==> config.mk <==
export PLATFORM = sky130hd
export DESIGN_NAME = memory_access_unit
export DESIGN_NICKNAME = d
export VERILOG_FILES = /design/src/rtl/memory_access_unit.sv
export SDC_FILE = /design/constraint.sdc
export NUM_CORES = 1
export LEC_CHECK = 0
export CORE_MARGIN = 2
export CORE_UTILIZATION = 44
export DETAILED_ROUTE_END_ITERATION = 8
export GPL_TIMING_DRIVEN = 0
export PLACE_DENSITY = 0.81
export SLEW_MARGIN = 10
export SYNTH_ARGS = -nofsm -noshare
export SYNTH_HDL_FRONTEND = slang
export SYNTH_SLANG_ARGS = --single-unit
==> constraint.sdc <==
create_clock -name clk_i -period 4.1 [get_ports clk_i]
set_clock_uncertainty 0.05 [all_clocks]
set_input_delay 0.82 -clock clk_i [delete_from_list [all_inputs] [get_ports clk_i]]
set_output_delay 0.82 -clock clk_i [all_outputs]
set_load 0.02 [all_outputs]
==> src/rtl/memory_access_unit.sv <==
// Memory stage of the pipelined ARM core: issues loads/stores over a
// request/grant/response handshake and registers the result for MEM/WB.
package memory_access_unit_pkg;
    parameter int WORD       = 32;
    parameter int ADDR_WIDTH = 4;

    typedef enum logic [1:0] {
        ALU_RESULT = 2'd0,
        MEM_DATA   = 2'd1,
        PC_NEXT    = 2'd2
    } reg_file_data_source;
endpackage

module memory_access_unit
    import memory_access_unit_pkg::*;
(
    input  logic                  clk_i,
    input  logic                  reset_i,
    input  logic                  is_valid_i,
    input  logic                  mem_write_en_i,
    input  logic                  reg_file_write_en_i,
    input  reg_file_data_source   reg_file_data_source_i,
    input  logic [ADDR_WIDTH-1:0] reg_dest_addr_i,
    input  logic [WORD-1:0]       alu_result_i,
    input  logic [WORD-1:0]       reg_2_data_i,
    output logic                  stall_o,
    output logic                  dmem_req_o,
    output logic                  dmem_we_o,
    output logic [WORD-1:0]       dmem_addr_o,
    output logic [WORD-1:0]       dmem_wdata_o,
    input  logic                  dmem_gnt_i,
    input  logic                  dmem_rvalid_i,
    input  logic [WORD-1:0]       dmem_rdata_i,
    output logic                  is_valid_o,
    output logic                  reg_file_write_en_o,
    output logic [ADDR_WIDTH-1:0] reg_dest_addr_o,
    output logic [WORD-1:0]       result_o,
    output logic                  err_o
);

    typedef enum logic [1:0] {IDLE, REQ, WAIT} state_t;

    state_t                state;
    logic                  cap_is_store;
    logic                  cap_write_en;
    logic [ADDR_WIDTH-1:0] cap_dest;

    logic is_store;
    logic is_mem_op;
    logic is_misaligned;

    // A store takes priority when an instruction is flagged as both store and load.
    assign is_store      = mem_write_en_i;
    assign is_mem_op     = is_valid_i && (mem_write_en_i || (reg_file_data_source_i == MEM_DATA));
    assign is_misaligned = (alu_result_i[1:0] != 2'b00);
    assign stall_o       = (state != IDLE);

    // NOTE: every register here uses non-blocking assignment so all state
    // updates see the pre-edge values, independent of statement order.
    always_ff @(posedge clk_i or posedge reset_i) begin
        if (reset_i) begin
            state               <= IDLE;
            cap_is_store        <= 1'b0;
            cap_write_en        <= 1'b0;
            cap_dest            <= '0;
            dmem_req_o          <= 1'b0;
            dmem_we_o           <= 1'b0;
            dmem_addr_o         <= '0;
            dmem_wdata_o        <= '0;
            is_valid_o          <= 1'b0;
            reg_file_write_en_o <= 1'b0;
            reg_dest_addr_o     <= '0;
            result_o            <= '0;
            err_o               <= 1'b0;
        end else begin
            // Pulse outputs default low; only a completing instruction raises them.
            is_valid_o          <= 1'b0;
            reg_file_write_en_o <= 1'b0;
            err_o               <= 1'b0;

            case (state)
                IDLE: begin
                    if (is_valid_i && !is_mem_op) begin
                        is_valid_o          <= 1'b1;
                        reg_file_write_en_o <= reg_file_write_en_i;
                        reg_dest_addr_o     <= reg_dest_addr_i;
                        result_o            <= alu_result_i;
                    end else if (is_mem_op && is_misaligned) begin
                        err_o <= 1'b1;
                    end else if (is_mem_op) begin
                        state        <= REQ;
                        dmem_req_o   <= 1'b1;
                        dmem_we_o    <= is_store;
                        dmem_addr_o  <= alu_result_i;
                        dmem_wdata_o <= reg_2_data_i;
                        cap_is_store <= is_store;
                        cap_write_en <= reg_file_write_en_i;
                        cap_dest     <= reg_dest_addr_i;
                    end
                end

                REQ: begin
                    if (dmem_gnt_i) begin
                        dmem_req_o <= 1'b0;
                        dmem_we_o  <= 1'b0;
                        if (cap_is_store) begin
                            state               <= IDLE;
                            is_valid_o          <= 1'b1;
                            reg_file_write_en_o <= cap_write_en;
                            reg_dest_addr_o     <= cap_dest;
                            result_o            <= dmem_addr_o;
                        end else begin
                            state <= WAIT;
                        end
                    end
                end

                WAIT: begin
                    if (dmem_rvalid_i) begin
                        state               <= IDLE;
                        is_valid_o          <= 1'b1;
                        reg_file_write_en_o <= cap_write_en;
                        reg_dest_addr_o     <= cap_dest;
                        result_o            <= dmem_rdata_i;
                    end
                end

                default: state <= IDLE;
            endcase
        end
    end

endmodule

# After elaboration in Yosys (flattened, before gate mapping)
# Index checks and enable logic that the tools add are counted.
word_totals:
  word_cells: 78
  regBits: 113
  out_inout_bits: 106
classes:
  n_bitwise: 2
  n_eq_ne: 10
  n_mux: 39
  reduce_logical: 14
op_table:
  columns: ["op", "n"]
  rows:
  - ["2-to-1 mux 32 bit", 4]
  - ["case mux 32 bit (3 select lines)", 1]
  - ["2-to-1 mux 1 bit", 18]
  - ["2-to-1 mux 4 bit", 4]
  - ["AND reduction 5 bit", 3]
  - ["!= test 2 bit (second input constant)", 7]
  - ["2-to-1 mux 2 bit", 6]
  - ["case mux 4 bit (3 select lines)", 1]
  - ["case mux 1 bit (3 select lines)", 2]
  - ["case mux 2 bit (3 select lines)", 1]
  - ["nonzero test 2 bit", 3]
  - ["equality test 2 x 1 -> 1 bit (second input constant)", 2]
  - ["case mux 1 bit (2 select lines)", 2]
  - ["AND reduction 4 bit", 1]
  - ["logical AND 1 bit", 3]
  - ["nonzero test 3 bit", 1]
  - ["equality test 2 bit (second input constant)", 1]
  - ["zero test 2 bit", 1]
  - ["inverter 1 bit", 2]
  - ["zero test 1 bit", 1]
  - ["logical OR 1 bit", 1]

# Depth between registers and ports, before layout
logic_depth:
  depth_word: 7
  ltp_mapped: 9
  ltp_nobuf: 6

# Least setup slack after synthesis
# No wires, ideal clock.
synth_timing:
  kind: "input -> register"
  from: "input port reg_file_data_source_i[0]"
  to: "register result_o[6]"
  t_required_ns: 3.960
  t_arrival_ns: 2.073
  setup_time_ns: 0.090
  path_slack_ns: 1.887
  cell_stages: 6
  cell_sequence: "nor2b_4 -> o32a_4 -> or2_1 -> buf_6 -> buf_12 -> o31ai_4"
synth_between:
  elab_chain_len: 7
synth_lines:
  columns: ["item", "line", "text"]
  rows:
  - ["from (decl)", "22", "input reg_file_data_source reg_file_data_source_i,"]
  - ["equality test 2 x 1 -> 1 bit", "54", "assign is_mem_op = is_valid_i && (mem_write_en_i || (reg_file_data_source_i == MEM_DATA));"]
  - ["logical OR 1 bit", "54", null]
  - ["logical AND 1 bit", "54", null]
  - ["zero test 1 bit", "83", "if (is_valid_i && !is_mem_op) begin"]
  - ["logical AND 1 bit", "83", null]
  - ["!= test 2 bit (no line)", null, null]
  - ["AND reduction 5 bit (no line)", null, null]
  - ["to (signal assigned)", "87", "result_o <= alu_result_i;"]
  - ["to (signal assigned)", "111", "result_o <= dmem_addr_o;"]
  - ["to (signal assigned)", "124", "result_o <= dmem_rdata_i;"]
  - ["to (decl)", "37", "output logic [WORD-1:0] result_o,"]
# No other way between the ends.
# A chain may end at the register's enable or synchronous reset.

# Final worst setup path
layout_timing:
  from: "register state[0]"
  to: "output port stall_o"
layout_between:
  elab_chain_len: 1
layout_lines:
  columns: ["item", "line", "text"]
  rows:
  - ["from (decl)", "43", "state_t state;"]
  - ["from (signal assigned)", "62", "state <= IDLE;"]
  - ["from (signal assigned)", "91", "state <= REQ;"]
  - ["from (signal assigned)", "107", "state <= IDLE;"]
  - ["nonzero test 2 bit", "56", "assign stall_o = (state != IDLE);"]
  - ["to (decl)", "26", "output logic stall_o,"]
# No other way between the ends.

==> run summary <==
• **Skew-Pair Late Insertion Delay** 410 ps
• **Comb power frac** 0.547
• **width of the die** 114 um
• **post-route ant nets** 0
• **buffers from clock root to sink, at most** 2
• **Switching Fraction** 0.4052
• **proportion of netlist area held by the largest area contributor** 0.5311
• **Post-synth ARST share** 1.000
• **startpoint types** register
• **leading post-synthesis cells by cell area** dfrtp_1 (53%), mux2_2 (14%), o31ai_4 (10%)
• **initial antenna violation count** 0
• **clock input transition at the sequential cells of the worst setup and hold paths** 50 ps
• **critical path required time** 3230 ps
• **overall routing resource usage** 0.2465
• **Final period util** 0.6711
• **root cell of the clock tree** clkbuf_16
• **vias per inst** 5.542
• **Wirelength per Cell** 19.80 um
• **cell accounting for the most synthesized area** dfrtp_1
• **vias after detailed routing** 4389
• **type of the setup path with the least slack** register to output pin
• **Max Fclk** 363.4 MHz
• **summed negative setup slack over all endpoints** 0 ps
• **number of max-slew violations in the final report** 0
• **endpoint with the worst hold slack** dmem_wdata_o[26]
• **library cell with the highest instance count after synthesis** dfrtp_1
• **path type of the worst min-delay path** register to register
• **number of enable flip-flop cells after synthesis** 0
• **leading post-synthesis cells by instance count** dfrtp_1 (113), mux2_2 (67), o21ai_0 (43), nor2_1 (33), a221oi_1 (31)
• **Post-Syn Area** 5324 um^2
• **total global routing overflow** 0
• **Port-buffer cells** 214
• **Die Outline Area** 13000 um^2
• **HPWL after detailed placement** 11180 um
• **I/O Pins** 215
• **sum of internal, switching and leakage power** 7.603 mW
• **number of cells traversed by the worst register-to-register path** 8
• **clock tree from TritonCTS** yes
• **Post-CTS Hold Buffers** 0
• **antenna diode count** 0
• **power spent charging and discharging nets** 3.080 mW
• **part of the power in registers** 0.260
• **number of instances in the synthesized netlist** 398
• **proportion of layout cells with a drive suffix above 1** 0.2248
• **wire length of the first global-routing pass** 24490 um
• **Worst slew margin** 0.5149
• **LEAKAGE** 3.372 nW
• **synthesis-stage register bit count** 113
• **cell internal power dissipation** 4.522 mW
• **post-route DRC violation count** 0
• **status** complete, no violations
• **total number of placement rows** 40
• **CP arrival** 1880 ps
• **maximum net fanout on the critical path** 9
• **total wire length** 15690 um
• **area overhead of the layout relative to synthesis** 55.42%
• **number of gates resized after cts** 0
• **clock share of power** 0.192
• **WHS Path Cells** 1
• **final number of setup-violating endpoints** 0
• **largest net degree at the start of global routing** 73
• **H-tree depth reported by CTS** 4
• **Avg Inst Size Synth** 13.38 um^2
• **routability congestion estimate from global placement** 0.8297
• **leading register cell type out of synthesis** dfrtp_1
• **actual transition at the worst max-transition pin** 722.8 ps
• **fin crit period** 2751 ps
• **die extent in y** 114 um
• **Setup Fix Bufs, Post-CTS** 0
• **number of DRC markers in iteration 0** 299
• **max-cap violations** 0
• **initial core utilization** 0.4470
• **reg-to-reg endpoint** result_o[10]
• **startpoint of the worst register-to-register path** state[0]
• **Inserted Clock Buffers** 17
• **type of destination of the critical path** output pin
• **number of nets at the end of the flow** 745
• **hold path startpoint** dmem_wdata_o[26]
• **power density relative to cell area** 918.9 nW/um^2
• **core region area** 11910 um^2
• **number of global-route vias before repair** 4694
• **internal reg-to-reg setup slack** 1600 ps
• **clock net sink count** 113
• **count of yosys warnings during synthesis** 0
• **hold violation count in the final report** 0
• **setup repair after global routing missed its margin** false
• **highest ir drop seen on vdd** 0.4484 mV
• **sequential area share after synthesis** 0.5311
• **Post-Syn Nets** 511
• **library cells used by synthesis** 38
• **first-pass iteration count of the detailed router** 7
-- flip-flops by register name, indices dropped and copies added, names as in the netlist, 2 cells and up --
signal / count
reg_dest_addr_o: 4
dmem_addr_o: 32
state: 2
cap_dest: 4
dmem_wdata_o: 32
result_o: 32
-- area by class of cell --
| type | count | area (um^2) |
|---|---|---|
| Fill cell | 886 | 3637 |
| Sequential cell | 113 | 2828 |
| Multi-Input combinational cell | 245 | 2281 |
| Timing Repair Buffer | 215 | 2170 |
| Clock buffer | 22 | 484.2 |
| Buffer | 33 | 188.9 |
| Tap cell | 147 | 183.9 |
| Clock inverter | 10 | 107.6 |
| Inverter | 7 | 31.28 |
-- stage by stage --
step / utilization / area (um^2) / worst slack [ps] / std cells / hold WS, ps
2_1_floorplan: - / 5324 / 242.6 / 398 / 429.1
3_3_place_gp: 0.6422 / 7650 / -1380 / 759 / 436.6
3_5_place_dp: 0.6450 / 7682 / 1083 / 760 / 442.6
4_1_cts: 0.6946 / 8274 / 1333 / 792 / 456.5
5_1_grt: 0.6946 / 8274 / 1253 / 792 / 462.0
6_report: 0.6946 / 8274 / 1349 / 792 / 448.8
-- critical path, cell delays in order, from the launching register on --
cell and delay, ps:
dfrtp_1 390, inv_1 80, ha_1 210, buf_6 140
inv_1 50, clkdlybuf4s50_1 610
-- placed cells by master (no fill, tap or decap), types with 2 or more instances in the layout --
cell type	instances
clkdlybuf4s50_1	214
dfrtp_1	113
mux2_2	67
o21ai_0	43
nor2_1	33
a221oi_1	31
o31ai_4	25
clkbuf_1	21
clkbuf_16	17
buf_2	8
o31ai_1	6
inv_1	5
mux2i_1	5
clkinv_2	5
ha_1	4
clkbuf_8	4
buf_6	3
nand2b_1	3
a21oi_1	3
and2_1	3
nand2_1	3
clkinvlp_4	3
buf_12	2
bufinv_16	2
-- worst max-delay path by stage --
| stage | startpoint | to | depth (start not counted) |
|---|---|---|---|
| 5_1_grt | state[0] | stall_o | 5 |
| 4_1_cts | state[0] | stall_o | 5 |
| 6_report | state[0] | stall_o | 5 |
| 3_5_place_dp | is_valid_i | dmem_addr_o[22] | 5 |
| 3_3_place_gp | reset_i | dmem_addr_o[24] | 2 |
| 2_1_floorplan | reset_i | cap_dest[0] | 1 |
-- logic make-up (layout without fill, tap and decap cells) --
group,Yosys count,count (layout),share of synthesized area
mux,72,72,0.1511
compound gates,121,121,0.2254
simple gates,48,48,0.04254
fa+ha+maj,4,4,0.009401
flops,113,113,0.5311
buf+inv,40,287,0.04042
-- layer usage --
metal,track usage,share of wire,up-vias,routed length (um)
met1,0.2916,0.39,2195,6064
met4,0.1033,0.024,0,384
met5,0,0,-,0
li1,-,-,1963,-
met3,0.08289,0.078,30,1218
met2,0.4123,0.51,201,8018
-- power groups by stage --
stage               Clock (mW)  Sequential [mW]  Combinational, mW
global placement             0             1.96               4.05
CTS                       1.48             1.98               4.18
finish                    1.46             1.98               4.16
global route              1.54             2.04               4.40
detailed placement           0             1.99               4.15
floorplan                    0             2.55               1.94
(Power assumes the default switching activity.)
